==> src/rtl/rv32i_types_pkg.sv <==
// ---------------------------------------------------------------------------
// rv32i_types
// Shared core-wide constants. Constants only, no typedefs.
//   ISSUE_ALLOC_WIDTH : dispatch lanes that may allocate issue-queue slots
//                       in one cycle.
//   ISSUE_QUEUE_DEPTH : default reservation-station depth.
// ---------------------------------------------------------------------------
package rv32i_types;

    localparam int ISSUE_ALLOC_WIDTH = 2;
    localparam int ISSUE_QUEUE_DEPTH = 8;

endpackage

==> src/rtl/issue_queue_alloc_free_slot_finder.sv <==
// ---------------------------------------------------------------------------
// free_slot_finder
// Combinational multi-lane free-slot picker. Each requesting lane, in lane
// order, takes the lowest slot still free after the lanes below it have
// taken theirs. Once a requesting lane finds no slot, all higher lanes are
// refused so dispatch order is preserved. Non-requesting lanes are skipped.
//
// Ports:
//   free_mask [DEPTH]        1 = slot free
//   req       [WIDTH]        per-lane request (lane 0 oldest)
//   gnt       [WIDTH]        per-lane grant
//   idx       [WIDTH][IDX_W] granted slot per lane, 0 when not granted
// ---------------------------------------------------------------------------
module free_slot_finder
    import rv32i_types::*;
#(
    parameter  int DEPTH = ISSUE_QUEUE_DEPTH,
    parameter  int WIDTH = ISSUE_ALLOC_WIDTH,
    localparam int IDX_W = $clog2(DEPTH)
) (
    input  logic [DEPTH-1:0]            free_mask,
    input  logic [WIDTH-1:0]            req,
    output logic [WIDTH-1:0]            gnt,
    output logic [WIDTH-1:0][IDX_W-1:0] idx
);

    logic [DEPTH-1:0] mask;
    logic             blocked;
    logic             found;
    logic [IDX_W-1:0] pick;

    // Cascaded lowest-set-bit search; each grant removes its slot from the
    // mask seen by the next lane.
    always_comb begin
        mask    = free_mask;
        blocked = 1'b0;
        found   = 1'b0;
        pick    = '0;
        gnt     = '0;
        idx     = '0;
        for (int l = 0; l < WIDTH; l++) begin
            found = 1'b0;
            pick  = '0;
            for (int i = 0; i < DEPTH; i++) begin
                if (!found && mask[i]) begin
                    found = 1'b1;
                    pick  = i[IDX_W-1:0];
                end
            end
            if (req[l] && !blocked) begin
                if (found) begin
                    gnt[l]     = 1'b1;
                    idx[l]     = pick;
                    mask[pick] = 1'b0;
                end else begin
                    blocked = 1'b1;
                end
            end
        end
    end

endmodule

==> src/rtl/issue_queue_alloc.sv <==
// ---------------------------------------------------------------------------
// issue_queue_alloc
// Slot allocator for one reservation-station issue queue. Owns the slot
// valid vector, grants up to ALLOC_WIDTH free slots per cycle (lowest index
// first), releases slots on issue or flush and tracks occupancy.
//
// Optional feature macro: ISSUE_AGE_MATRIX_EN
//   When defined, an age matrix (age[i][j] = 1: slot i older than slot j)
//   is kept and the oldest ready slot is reported to select logic. When
//   undefined, the age ports and storage are absent.
//
// Ports:
//   clk, rst_n     clock (rising edge), asynchronous active-low reset
//   alloc_req      per-lane allocation request, lane 0 oldest
//   alloc_gnt      per-lane grant (combinational, same cycle as request)
//   alloc_idx      per-lane granted slot, 0 when lane not granted
//   free_vect      slots issued this cycle
//   flush          invalidate all slots (wins over alloc and free)
//   valid_vect     registered slot occupancy
//   occupancy      registered valid-slot count
//   queue_full     all slots valid
//   can_accept     at least ALLOC_WIDTH free slots
//   ready_vect     operands-ready per slot          (age matrix only)
//   oldest_valid   a ready valid slot exists        (age matrix only)
//   oldest_idx     oldest ready valid slot          (age matrix only)
// ---------------------------------------------------------------------------
module issue_queue_alloc
    import rv32i_types::*;
#(
    parameter  int QUEUE_DEPTH = ISSUE_QUEUE_DEPTH,
    parameter  int ALLOC_WIDTH = ISSUE_ALLOC_WIDTH,
    localparam int IDX_W       = $clog2(QUEUE_DEPTH),
    localparam int OCC_W       = $clog2(QUEUE_DEPTH + 1)
) (
    input  logic                                clk,
    input  logic                                rst_n,
    input  logic [ALLOC_WIDTH-1:0]              alloc_req,
    output logic [ALLOC_WIDTH-1:0]              alloc_gnt,
    output logic [ALLOC_WIDTH-1:0][IDX_W-1:0]   alloc_idx,
    input  logic [QUEUE_DEPTH-1:0]              free_vect,
    input  logic                                flush,
    output logic [QUEUE_DEPTH-1:0]              valid_vect,
    output logic [OCC_W-1:0]                    occupancy,
    output logic                                queue_full,
    output logic                                can_accept
`ifdef ISSUE_AGE_MATRIX_EN
    ,
    input  logic [QUEUE_DEPTH-1:0]              ready_vect,
    output logic                                oldest_valid,
    output logic [IDX_W-1:0]                    oldest_idx
`endif
);

    localparam logic [OCC_W-1:0] DEPTH_C = OCC_W'(QUEUE_DEPTH);
    localparam logic [OCC_W-1:0] WIDTH_C = OCC_W'(ALLOC_WIDTH);

    function automatic logic [OCC_W-1:0] popcount(input logic [QUEUE_DEPTH-1:0] v);
        logic [OCC_W-1:0] c;
        c = '0;
        for (int i = 0; i < QUEUE_DEPTH; i++) begin
            c = c + OCC_W'(v[i]);
        end
        return c;
    endfunction

    logic [ALLOC_WIDTH-1:0]            fs_gnt;
    logic [ALLOC_WIDTH-1:0][IDX_W-1:0] fs_idx;
    logic [QUEUE_DEPTH-1:0]            granted_mask;
    logic [QUEUE_DEPTH-1:0]            valid_nxt;

    // Grants look only at the registered valid vector, so a slot freed this
    // cycle becomes grantable next cycle.
    free_slot_finder #(
        .DEPTH (QUEUE_DEPTH),
        .WIDTH (ALLOC_WIDTH)
    ) u_finder (
        .free_mask (~valid_vect),
        .req       (alloc_req),
        .gnt       (fs_gnt),
        .idx       (fs_idx)
    );

    // Grants are suppressed while reset is held, even though the empty
    // queue would otherwise grant.
    assign alloc_gnt = rst_n ? fs_gnt : '0;
    assign alloc_idx = rst_n ? fs_idx : '0;

    always_comb begin
        granted_mask = '0;
        for (int l = 0; l < ALLOC_WIDTH; l++) begin
            if (fs_gnt[l]) begin
                granted_mask[fs_idx[l]] = 1'b1;
            end
        end
    end

    assign valid_nxt  = flush ? '0 : ((valid_vect & ~free_vect) | granted_mask);
    assign queue_full = &valid_vect;
    // occupancy never exceeds QUEUE_DEPTH, so the subtraction cannot wrap.
    assign can_accept = (DEPTH_C - occupancy) >= WIDTH_C;

    always_ff @(posedge clk or negedge rst_n) begin
        if (!rst_n) begin
            valid_vect <= '0;
            occupancy  <= '0;
        end else begin
            valid_vect <= valid_nxt;
            occupancy  <= popcount(valid_nxt);
        end
    end

    // Issuing a slot that holds no instruction indicates a select-logic bug.
    a_free_only_valid: assert property (@(posedge clk) disable iff (!rst_n)
        (free_vect & ~valid_vect) == '0);

`ifdef ISSUE_AGE_MATRIX_EN
    logic [QUEUE_DEPTH-1:0][QUEUE_DEPTH-1:0] age;
    logic [QUEUE_DEPTH-1:0][QUEUE_DEPTH-1:0] age_nxt;
    logic [QUEUE_DEPTH-1:0]                  lower_mask;
    logic [QUEUE_DEPTH-1:0]                  rdy_valid;
    logic                                    older_found;

    // A newly allocated slot is younger than everything already valid and
    // than slots granted to lower lanes in the same cycle. Freed slots keep
    // stale bits; they are overwritten when the slot is reallocated.
    always_comb begin
        age_nxt    = age;
        lower_mask = '0;
        if (flush) begin
            age_nxt = '0;
        end else begin
            for (int l = 0; l < ALLOC_WIDTH; l++) begin
                if (fs_gnt[l]) begin
                    for (int j = 0; j < QUEUE_DEPTH; j++) begin
                        age_nxt[j][fs_idx[l]] = valid_vect[j] | lower_mask[j];
                    end
                    age_nxt[fs_idx[l]]     = '0;
                    lower_mask[fs_idx[l]]  = 1'b1;
                end
            end
        end
    end

    always_ff @(posedge clk or negedge rst_n) begin
        if (!rst_n) begin
            age <= '0;
        end else begin
            age <= age_nxt;
        end
    end

    // A ready slot is oldest when no other ready slot is older than it.
    always_comb begin
        rdy_valid    = ready_vect & valid_vect;
        oldest_valid = 1'b0;
        oldest_idx   = '0;
        older_found  = 1'b0;
        for (int i = 0; i < QUEUE_DEPTH; i++) begin
            if (!oldest_valid && rdy_valid[i]) begin
                older_found = 1'b0;
                for (int j = 0; j < QUEUE_DEPTH; j++) begin
                    if (j != i && rdy_valid[j] && age[j][i]) begin
                        older_found = 1'b1;
                    end
                end
                if (!older_found) begin
                    oldest_valid = 1'b1;
                    oldest_idx   = i[IDX_W-1:0];
                end
            end
        end
    end
`endif

endmodule

==> config.mk <==
export PLATFORM = sky130hd
export DESIGN_NAME = issue_queue_alloc
export DESIGN_NICKNAME = d
export VERILOG_FILES = /design/src/rtl/rv32i_types_pkg.sv /design/src/rtl/issue_queue_alloc_free_slot_finder.sv /design/src/rtl/issue_queue_alloc.sv
export SDC_FILE = /design/constraint.sdc
export NUM_CORES = 1
export LEC_CHECK = 0
export CORE_MARGIN = 8
export CORE_UTILIZATION = 47
export DETAILED_ROUTE_END_ITERATION = 10
export GPL_ROUTABILITY_DRIVEN = 0
export PLACE_DENSITY = 0.8
export REMOVE_ABC_BUFFERS = 1
export SLEW_MARGIN = 20
export SYNTH_ARGS = -nofsm -noshare
export SYNTH_HDL_FRONTEND = slang
export SYNTH_SLANG_ARGS = --single-unit
export TNS_END_PERCENT = 1
==> constraint.sdc <==
create_clock -name clk -period 4.15 [get_ports clk]
set_input_delay 0.83 -clock clk [delete_from_list [all_inputs] [get_ports clk]]
set_output_delay 0.83 -clock clk [all_outputs]
set_load 0.02 [all_outputs]
==> impl_metrics.csv, run 1 <==
group,metric,value,unit
worst_setup_path,worst-endpoint-required,4.30,ns
worst_setup_path,path_common_cell,"fa_1",
min_path,hp_class,"register to register",
clocking,cts.reportedPaths.clkPinSlew,0.06,ns
worst_setup_path,critical_path.cell_chain,"clkdlybuf4s50_1 -> maj3_1 -> nor2_1 -> a21oi_1 -> nand2_1 -> fa_1 -> fa_1 -> fa_1 -> inv_1 -> ha_1 -> inv_1 -> fa_1 -> xnor2_1",
die,placeableCoreArea,2410,sq um
layout,layout-area-overhead-vs-synth,36.2,%
timing,finalCritPeriodShare,0.948,
clocking,hold_buffers,0,
clocking,clkSinkCount,12,
timing,grt_setup_unrepaired,"false",
worst_setup_path,cp_num_buf_inv,3,
grt,grt_remaining_overflow,0,
yosys,yosys_warnings,0,
run_status,run_status,"complete, no violations",
place,place_worst_setup_slack,-0.170,ns
worst_setup_path,worstSetupStartpointType,"input port",
die,area_of_the_die,4330,sq um
worst_setup_path,timing.critical_path.slowest_cell_delay,0.51,ns
die,die_height,65.8,microns
timing,worst-slew-pin-transition,0.501,ns
drt,dr_total_vias,1193,
timing,worst_slack,0.215,ns
place,place.detailed.hpwl,2.59,mm
power,power.density_cell_area,222,nW/um^2
timing,max-slew-margin-rel,0.666,
drt,wirelength_per_cell,15.0,microns
yosys,seq_area_frac_synth,0.258,
die,initial_core_util,0.484,
grt,grt_start_max_net_pins,17,
clocking,insertion_delay,0.27,ns
worst_setup_path,cpMaxStageDelayCell,"fa_1",
grt,grt_antenna_before_repair,0,
layout,drive_gt1_frac,0.0884,
layout,fillerInstances,209,
clocking,master_cell_of_the_clock_root_buffer,"clkbuf_4",
place,placement.cell_area,1560,sq um
grt,grt_first_pass_wirelength,5.23,mm
layout,fin_area,1590,sq um
timing,slew_viol_final,0,
clocking,cts_htree_levels,1,
grt,number_of_global_route_vias_before_repair,1132,
timing,worst_hold_slack,0.734,ns
drt,final_wl,3.16,mm
die,fp.dieW,65.8,microns
drt,viasPerCell,5.65,
power,total_leakage_power,0.686,nW
power,design_power_total,0.000353,W
clocking,cts_tree,"yes",
yosys,synthesized_area,1170,sq um
worst_setup_path,timing.critical_path.to_type,"register",
worst_setup_path,timing_worst_setup_path_type,"input port to register",
timing,timing.setup.tns,0,ns
drt,postRouteAntennaNets,0,
grt,grt_use_total,0.152,
layout,design.final.nets,205,
drt,drt_iter0_drc,52,
worst_setup_path,worstPathArrival,4.09,ns
yosys,ys_seq_elements,12,
clocking,clockBufferDepth,2,
timing,timing.final.hold_violations,0,
die,placementRows,18,
die,ios,35,
layout,diodes,0,
timing,finClkSkew,0.00176,ns
timing,clock.fmax,254,MHz
timing,final-setup-viol-count,0,
worst_setup_path,r2r_setup_slack,0.40,ns
drt,detailedRoute.firstPassIterationCount,4,
worst_setup_path,critical_path_peak_fanout,4,
job,drv.max_cap_violation_count,0,
yosys,synth_area_per_cell,8.10,sq um
timing,layout_min_cycle_time,3.94,ns
drt,drt_drc_violations_left,0,
power,max-vdd-ir-drop,0.183,mV
clocking,tritoncts.num_buffers,3,
yosys,yosys.cell_types.count,39,
place,io_buffer_count,34,
yosys,synthCells,144,
worst_setup_path,critical_path.top_delay_family,"adder cells",
## cell type report
| type | instances | area (sq um) | area share |
|---|---|---|---|
| Multi-Input combinational cell | 102 | 734 | 0.463 |
| Clock buffer | 3 | 22.5 | 0.0142 |
| Timing Repair Buffer | 44 | 418 | 0.263 |
| Inverter | 20 | 75.1 | 0.0473 |
| Sequential cell | 12 | 300 | 0.189 |
| Tap cell | 30 | 37.5 | 0.0236 |
## report_power, final
| group | total, W | leakage, nW | internal (W) | switching [W] |
|---|---|---|---|---|
| Combinational | 0.000142 | 0.511 | 0.0000698 | 0.0000723 |
| Clock | 0.0000684 | 0.0138 | 0.0000336 | 0.0000348 |
| Sequential | 0.000143 | 0.161 | 0.000125 | 0.0000175 |
| Total | 0.000353 | 0.686 | 0.000229 | 0.000125 |
## sequential cells by signal, summed over array words and instances, names as in the netlist
| signal | count |
|---|---|
| valid_vect | 8 |
| occupancy | 4 |
## final timing paths
path | from | to | cells past startpoint
worst max-delay path | alloc_req[0] | occupancy[2] | 13
worst max register to register | valid_vect[0] | occupancy[2] | 13
max in group asynchronous | rst_n | occupancy[3] | 2
worst min register to register | valid_vect[3] | valid_vect[3] | 1
worst min-delay path | valid_vect[3] | valid_vect[3] | 1
min in group asynchronous | rst_n | valid_vect[7] | 2
## worst reg2reg max path: stages (launching register included)
cell	delay [ns]
dfrtp_1	0.66
maj3_1	0.27
nand2_1	0.06
nand2_1	0.08
nand2_1	0.07
a221o_1	0.32
fa_1	0.48
fa_1	0.51
fa_1	0.41
inv_1	0.07
ha_1	0.16
inv_1	0.05
fa_1	0.37
xnor2_1	0.14
## kinds of logic after synthesis
kind of cell	Yosys count	synth area share
simple gates	41	0.182
mux	1	0.00858
flops	12	0.258
buf+inv	30	0.113
fa+ha+maj	12	0.148
xor+xnor	3	0.0225
compound gates	45	0.268
## metrics by stage
step,instances,utilization
floorplan,134,-
global placement,208,0.648
detailed placement,208,0.648
CTS,211,0.658
global route,211,0.659
finish,211,0.659
## cells in the mapped netlist
| library cell | instances | area share |
|---|---|---|
| buf_4 | 1 | 0.0064 |
| a21oi_1 | 10 | 0.043 |
| xnor2_1 | 1 | 0.0075 |
| a211oi_1 | 4 | 0.026 |
| a41oi_1 | 1 | 0.0075 |
| a221oi_1 | 1 | 0.0075 |
| and3_1 | 1 | 0.0054 |
| and4_1 | 2 | 0.015 |
| or3_1 | 1 | 0.0054 |
| a31oi_1 | 4 | 0.021 |
| nand4_1 | 2 | 0.011 |
| nand4_2 | 1 | 0.011 |
| a2111o_1 | 1 | 0.0097 |
| o2111a_1 | 1 | 0.0097 |
| ha_1 | 5 | 0.054 |
| a221o_1 | 2 | 0.017 |
| nor3_1 | 2 | 0.0086 |
| nand2_1 | 12 | 0.039 |
| nor2b_1 | 3 | 0.016 |
| o21ai_1 | 1 | 0.0043 |
| xor2_1 | 2 | 0.015 |
| or2_1 | 1 | 0.0054 |
| maj3_1 | 3 | 0.026 |
| nand2b_1 | 3 | 0.016 |
| nor2_1 | 9 | 0.029 |
| dfrtp_1 | 12 | 0.26 |
| a32oi_1 | 3 | 0.023 |
| o211ai_1 | 1 | 0.0064 |
| nor3_2 | 1 | 0.0086 |
| nand3_1 | 3 | 0.013 |
| a31o_1 | 3 | 0.023 |
| o21ai_0 | 9 | 0.039 |
| clkbuf_1 | 7 | 0.023 |
| inv_1 | 20 | 0.064 |
| buf_6 | 2 | 0.019 |
| mux2i_1 | 1 | 0.0086 |
| o2111ai_2 | 1 | 0.013 |
| o21a_1 | 3 | 0.019 |
| fa_1 | 4 | 0.069 |
## layout by cell type (no fill, tap or decap), drive strengths merged, types with 2 or more instances in the layout
cell type       n
clkdlybuf4s50  33
inv            20
nand2          12
dfrtp          12
a21oi          10
buf            10
o21ai          10
nor2            9
ha              5
a31oi           4
a211oi          4
fa              4
maj3            3
a31o            3
nand2b          3
o21a            3
a32oi           3
nor2b           3
nand3           3
clkbuf          3
nor3            3
nand4           3
and4            2
xor2            2
a221o           2
## per-layer routing
| layer | vias up | GRT usage | wire length, microns |
|---|---|---|---|
| li1 | 589 | - | - |
| met1 | 568 | 0.170 | 1310 |
| met2 | 29 | 0.266 | 1600 |
| met3 | 7 | 0.0475 | 193 |
| met4 | 0 | 0.0518 | 47 |
| met5 | - | 0 | 0 |
## timing repair
| item | 4_1_cts | 5_1_grt |
|---|---|---|
| endpoints found under the setup margin | 0 | 1 |
| gates resized for setup | 0 | 1 |
| buffers inserted | 0 | 0 |
No activity file was read; power rests on OpenSTA's default activity.
==> run 2: changes to the inputs <==
- PLACE_DENSITY: 0.8 -> 0.82
- TNS_END_PERCENT: 1 -> 100
==> run 2 against run 1 <==
Sequential share of layout area decreased by 0.12 points. Register-to-register slack gained 0.03 ns. Fmax grew 4.3%. Clock skew increased by 0.00075 ns. Clock power fell by 0.7%. Via count up 0.59%. Critical endpoint is now occupancy[1]. Highest routed layer unchanged.
==> impl_metrics.csv, run 2 (synthesis results as in run 1) <==
group,metric,value,unit
clocking,clkSinkCount,12,
die,area_of_the_die,4330,sq um
drt,final_wl,3.12,mm
layout,diodes,0,
layout,final-seq-area,300,sq um
power,max-vdd-ir-drop,0.247,mV
die,die_height,65.8,microns
place,placement.cell_area,1570,sq um
layout,multi_input_combinational_cell_area,734,sq um
timing,finClkSkew,0.00251,ns
place,io_buffer_count,34,
worst_setup_path,worst-endpoint-required,4.31,ns
layout,layout_common_cells,"clkdlybuf4s50_1 (32), inv_1 (20), nand2_1 (12), dfrtp_1 (12), buf_4 (11)",
drt,postRouteAntennaNets,0,
worst_setup_path,worstSetupStartpointType,"input port",
layout,design.final.nets,206,
layout,final_util,0.663,
clocking,cts_htree_levels,1,
timing,clock.fmax,265,MHz
drt,drt_iter0_drc,41,
worst_setup_path,timing.critical_path.to_type,"register",
min_path,hp_class,"register to register",
grt,grt_remaining_overflow,0,
grt,gr_util_met1,0.182,
run_status,run_status,"complete, no violations",
clocking,master_cell_of_the_clock_root_buffer,"clkbuf_4",
die,placementRows,18,
layout,layout.cells.most_common,"clkdlybuf4s50_1",
layout,reg.largest.list,"valid_vect: 8 flops, occupancy: 4 flops",
layout,drive_gt1_frac,0.0934,
layout,layout-area-overhead-vs-synth,37.0,%
drt,dr_total_vias,1200,
timing,grt_setup_unrepaired,"false",
worst_setup_path,critical_path_peak_fanout,4,
die,fp.dieW,65.8,microns
power,power.density_cell_area,220,nW/um^2
timing,finalCritPeriodShare,0.909,
grt,number_of_global_route_vias_before_repair,1236,
clocking,cts.reportedPaths.clkPinSlew,0.07,ns
timing,timing.final.hold_violations,0,
grt,grt_use_total,0.153,
timing,slew_viol_final,0,
layout,fillerInstances,217,
grt,grt_start_max_net_pins,17,
clocking,cts_tree,"yes",
job,drv.max_cap_violation_count,0,
grt,grt_first_pass_wirelength,5.46,mm
timing,timing.setup.tns,0,ns
timing,final-setup-viol-count,0,
timing,layout_min_cycle_time,3.77,ns
timing,max-slew-margin-rel,0.678,
drt,drt_drc_violations_left,0,
clocking,hold_buffers,0,
grt,grt_antenna_before_repair,0,
drt,viasPerCell,5.66,
clocking,cts_repair_resize_count,0,
worst_setup_path,timing_worst_setup_path_type,"input port to register",
die,placeableCoreArea,2410,sq um
power,total_leakage_power,0.700,nW
clocking,tritoncts.num_buffers,3,
drt,wirelength_per_cell,14.7,microns
layout,fin_area,1600,sq um
die,ios,35,
layout,largest_register,"valid_vect",
die,initial_core_util,0.484,
timing,worst-slew-pin-transition,0.482,ns
worst_setup_path,worstPathArrival,3.93,ns
clocking,postCtsSetupRepairBufs,0,
layout,number_of_flip_flops_in_the_largest_register,8,
drt,detailedRoute.firstPassIterationCount,4,
clocking,insertion_delay,0.26,ns
grt,groute.layer.met3.usage,0.0271,
place,place.detailed.hpwl,2.58,mm
grt,grtUsageMet2,0.270,
clocking,clockBufferDepth,2,
grt,grt_most_used_layer,"met2",
run 2: cell count changes in the layout (fill, tap and decap cells not counted), sizes merged:
cell,delta
buf,+1
clkdlybuf4s50,-1
dlymetal6s2s,+1
run 2: metrics by stage:
stage / worst slack [ns] / instances / power, W / hold slack [ns]
2_1_floorplan: 0.552 / 134 / 0.000214 / 0.534
3_3_place_gp: -0.0997 / 209 / 0.000280 / 0.556
3_5_place_dp: -0.171 / 209 / 0.000286 / 0.564
4_1_cts: 0.109 / 212 / 0.000357 / 0.574
5_1_grt: 0.204 / 212 / 0.000377 / 0.620
6_report: 0.378 / 212 / 0.000352 / 0.585
run 2: layout make-up:
type | instances | area share
multi-input cells | 102 | 0.460
flip-flops and latches | 12 | 0.188
well taps | 30 | 0.0235
repair buffers | 45 | 0.268
inverters | 20 | 0.0470
clock buffers | 3 | 0.0141
run 2: worst max-delay path: stages:
cell and delay [ns]:
clkdlybuf4s50_1 0.47, a211oi_1 0.36, inv_1 0.10, fa_1 0.45, fa_1 0.51, fa_1 0.41, inv_1 0.07, ha_1 0.16
inv_1 0.06, fa_1 0.48, inv_1 0.04
run 2: worst paths after layout:
check | startpoint | end | slack [ns] | cells past startpoint
setup / recovery | flush | occupancy[1] | 0.38 | 11
hold / removal | valid_vect[0] | valid_vect[0] | 0.59 | 1
setup reg to reg | valid_vect[1] | occupancy[1] | 0.43 | 13
hold reg to reg | valid_vect[0] | valid_vect[0] | 0.59 | 1
max in group asynchronous | rst_n | valid_vect[1] | 2.81 | 2
min in group asynchronous | rst_n | valid_vect[7] | 0.88 | 1
run 2: power breakdown:
| group | switching [W] | total, W | internal, W | leakage (nW) |
|---|---|---|---|---|
| Combinational | 0.0000744 | 0.000145 | 0.0000703 | 0.525 |
| Sequential | 0.0000139 | 0.000139 | 0.000125 | 0.161 |
| Clock | 0.0000344 | 0.0000679 | 0.0000334 | 0.0138 |
| Total | 0.000123 | 0.000352 | 0.000229 | 0.700 |
run 2: layer usage:
layer  routed length (microns)  part of all wire
met1                      1290              0.41
met2                      1630              0.52
met5                         0                 0
met4                        27            0.0086
met3                       177             0.057
==> run 3: changes to the inputs <==
- RECOVER_POWER: not set -> 100
==> run 3 against run 2 <==
Register-to-register slack hardly changed. Cell area is 1.3% lower. Critical path depth is 4 lower. Combinational power is 5% lower. Die area stayed put. Largest power group is now sequential cells. Flip-flop and latch count stayed put. Critical endpoint is now alloc_idx[4]. Count of clock-buffer cells in the layout stayed put. Clock power hardly changed. Sequential share of layout area is 0.25 points higher.
==> impl_metrics.csv, run 3 (synthesis results as in run 1) <==
group,metric,value,unit
job,drv.max_cap_violation_count,0,
clocking,clockBufferDepth,2,
drt,viasPerCell,5.61,
die,initial_core_util,0.484,
power,max-vdd-ir-drop,0.235,mV
power,power.density_cell_area,218,nW/um^2
layout,design.final.nets,206,
place,place.detailed.hpwl,2.58,mm
layout,layout-area-overhead-vs-synth,35.2,%
die,die_height,65.8,microns
grt,grt_start_max_net_pins,17,
worst_setup_path,critical_path.top_delay_family,"compound AO/OA/AOI/OAI gates",
worst_setup_path,critical_path_peak_fanout,16,
worst_setup_path,worst-endpoint-required,3.32,ns
die,fp.dieW,65.8,microns
drt,postRouteAntennaNets,0,
worst_setup_path,worstPathArrival,2.97,ns
layout,largest_register,"valid_vect",
clocking,cts.reportedPaths.clkPinSlew,0.07,ns
clocking,cts_tree,"yes",
clocking,cts_htree_levels,1,
worst_setup_path,worstSetupStartpointType,"register",
layout,number_of_flip_flops_in_the_largest_register,8,
run_status,run_status,"complete, no violations",
drt,dr_total_vias,1189,
timing,max-slew-margin-rel,0.680,
grt,number_of_global_route_vias_before_repair,1236,
die,placementRows,18,
drt,final_wl,3.12,mm
clocking,clkSinkCount,12,
clocking,tritoncts.num_buffers,3,
die,area_of_the_die,4330,sq um
min_path,hp_class,"register to register",
timing,finClkSkew,0.00246,ns
timing,grt_setup_unrepaired,"false",
worst_setup_path,critical_path.cell_chain,"and4_1 -> a21oi_1 -> buf_4 -> a2111o_1 -> o2111ai_2 -> a211oi_1 -> dlygate4sd3_1",
clocking,master_cell_of_the_clock_root_buffer,"clkbuf_4",
worst_setup_path,cp_num_buf_inv,2,
layout,reg.largest.list,"valid_vect: 8 flops, occupancy: 4 flops",
worst_setup_path,timing.critical_path.to_type,"primary output",
worst_setup_path,cpMaxStageDelayCell,"dlygate4sd3_1",
layout,layout_common_cells,"dlygate4sd3_1 (23), inv_1 (20), nand2_1 (12), dfrtp_1 (12), a21oi_1 (10)",
grt,grt_antenna_before_repair,0,
clocking,insertion_delay,0.26,ns
power,total_leakage_power,0.740,nW
drt,drt_iter0_drc,51,
drt,detailedRoute.firstPassIterationCount,4,
clocking,postCtsSetupRepairBufs,0,
timing,timing.final.hold_violations,0,
grt,grt_remaining_overflow,0,
worst_setup_path,timing.critical_path.slowest_cell_delay,0.66,ns
layout,fin_area,1580,sq um
timing,worst-slew-pin-transition,0.480,ns
die,ios,35,
timing,worst_slack,0.345,ns
timing,finalCritPeriodShare,0.917,
place,placement.cell_area,1570,sq um
layout,diodes,0,
place,place_worst_setup_slack,-0.171,ns
layout,layout.cells.most_common,"dlygate4sd3_1",
timing,layout_min_cycle_time,3.80,ns
timing,slew_viol_final,0,
layout,fillerInstances,221,
die,placeableCoreArea,2410,sq um
drt,wirelength_per_cell,14.7,microns
grt,grt_use_total,0.153,
timing,final-setup-viol-count,0,
place,io_buffer_count,34,
timing,clock.fmax,263,MHz
layout,drive_gt1_frac,0.0769,
grt,grt_first_pass_wirelength,5.46,mm
worst_setup_path,timing_worst_setup_path_type,"register to primary output",
drt,drt_drc_violations_left,0,
run 3: worst paths after layout:
check | cells past startpoint | from | slack [ns] | end
hold / removal | 1 | valid_vect[0] | 0.57 | valid_vect[0]
min in group asynchronous | 1 | rst_n | 0.95 | valid_vect[7]
max in group asynchronous | 2 | rst_n | 2.59 | valid_vect[1]
setup reg to reg | 13 | valid_vect[1] | 0.42 | occupancy[1]
hold reg to reg | 1 | valid_vect[0] | 0.57 | valid_vect[0]
setup / recovery | 7 | valid_vect[1] | 0.35 | alloc_idx[4]
run 3: repair_timing:
| item | CTS | global route |
|---|---|---|
| hold buffers | 0 | 0 |
| resized for setup | 0 | 2 |
| endpoints found under the setup margin | 0 | 3 |
| endpoints found under the hold margin | 0 | 0 |
run 3: report_power, final:
| part | internal, W | switching [W] | total, W |
|---|---|---|---|
| logic | 0.0000635 | 0.0000742 | 0.000138 |
| registers | 0.000125 | 0.0000135 | 0.000139 |
| clock network | 0.0000334 | 0.0000345 | 0.0000680 |
| total | 0.000222 | 0.000122 | 0.000344 |
run 3: cell type report:
class / instances / area (sq um) / area share
timing repair buffer: 45 / 412 / 0.261
inverter: 20 / 75.1 / 0.0476
tap: 30 / 37.5 / 0.0238
multi-input combinational: 102 / 729 / 0.463
sequential: 12 / 300 / 0.190
clock buffer: 3 / 22.5 / 0.0143
run 3: worst register-to-register path: stages (launching register included):
cell     delay (ns)
dfrtp_1        0.64
maj3_1         0.28
nand2_1        0.06
nand2_1        0.07
nand2_1        0.07
a221o_1        0.33
fa_1           0.47
fa_1           0.51
fa_1           0.41
inv_1          0.07
ha_1           0.16
inv_1          0.06
fa_1           0.48
inv_1          0.04
run 3: routing by layer:
| metal | part of all wire | vias to the layer above | global-route usage |
|---|---|---|---|
| li1 | - | 592 | - |
| met1 | 0.43 | 568 | 0.182 |
| met2 | 0.52 | 25 | 0.270 |
| met3 | 0.045 | 4 | 0.0271 |
| met4 | 0.0087 | 0 | 0.0490 |
| met5 | 0 | - | 0 |
run 3: per-stage QoR:
stage / hold slack, ns / total power (W) / cells / setup TNS, ns / util
floorplan: 0.534 / 0.000214 / 134 / 0 / -
global placement: 0.556 / 0.000280 / 209 / -0.198 / 0.652
detailed placement: 0.564 / 0.000286 / 209 / -0.339 / 0.652
CTS: 0.574 / 0.000357 / 212 / 0 / 0.661
global route: 0.615 / 0.000369 / 212 / 0 / 0.654
finish: 0.575 / 0.000344 / 212 / 0 / 0.654
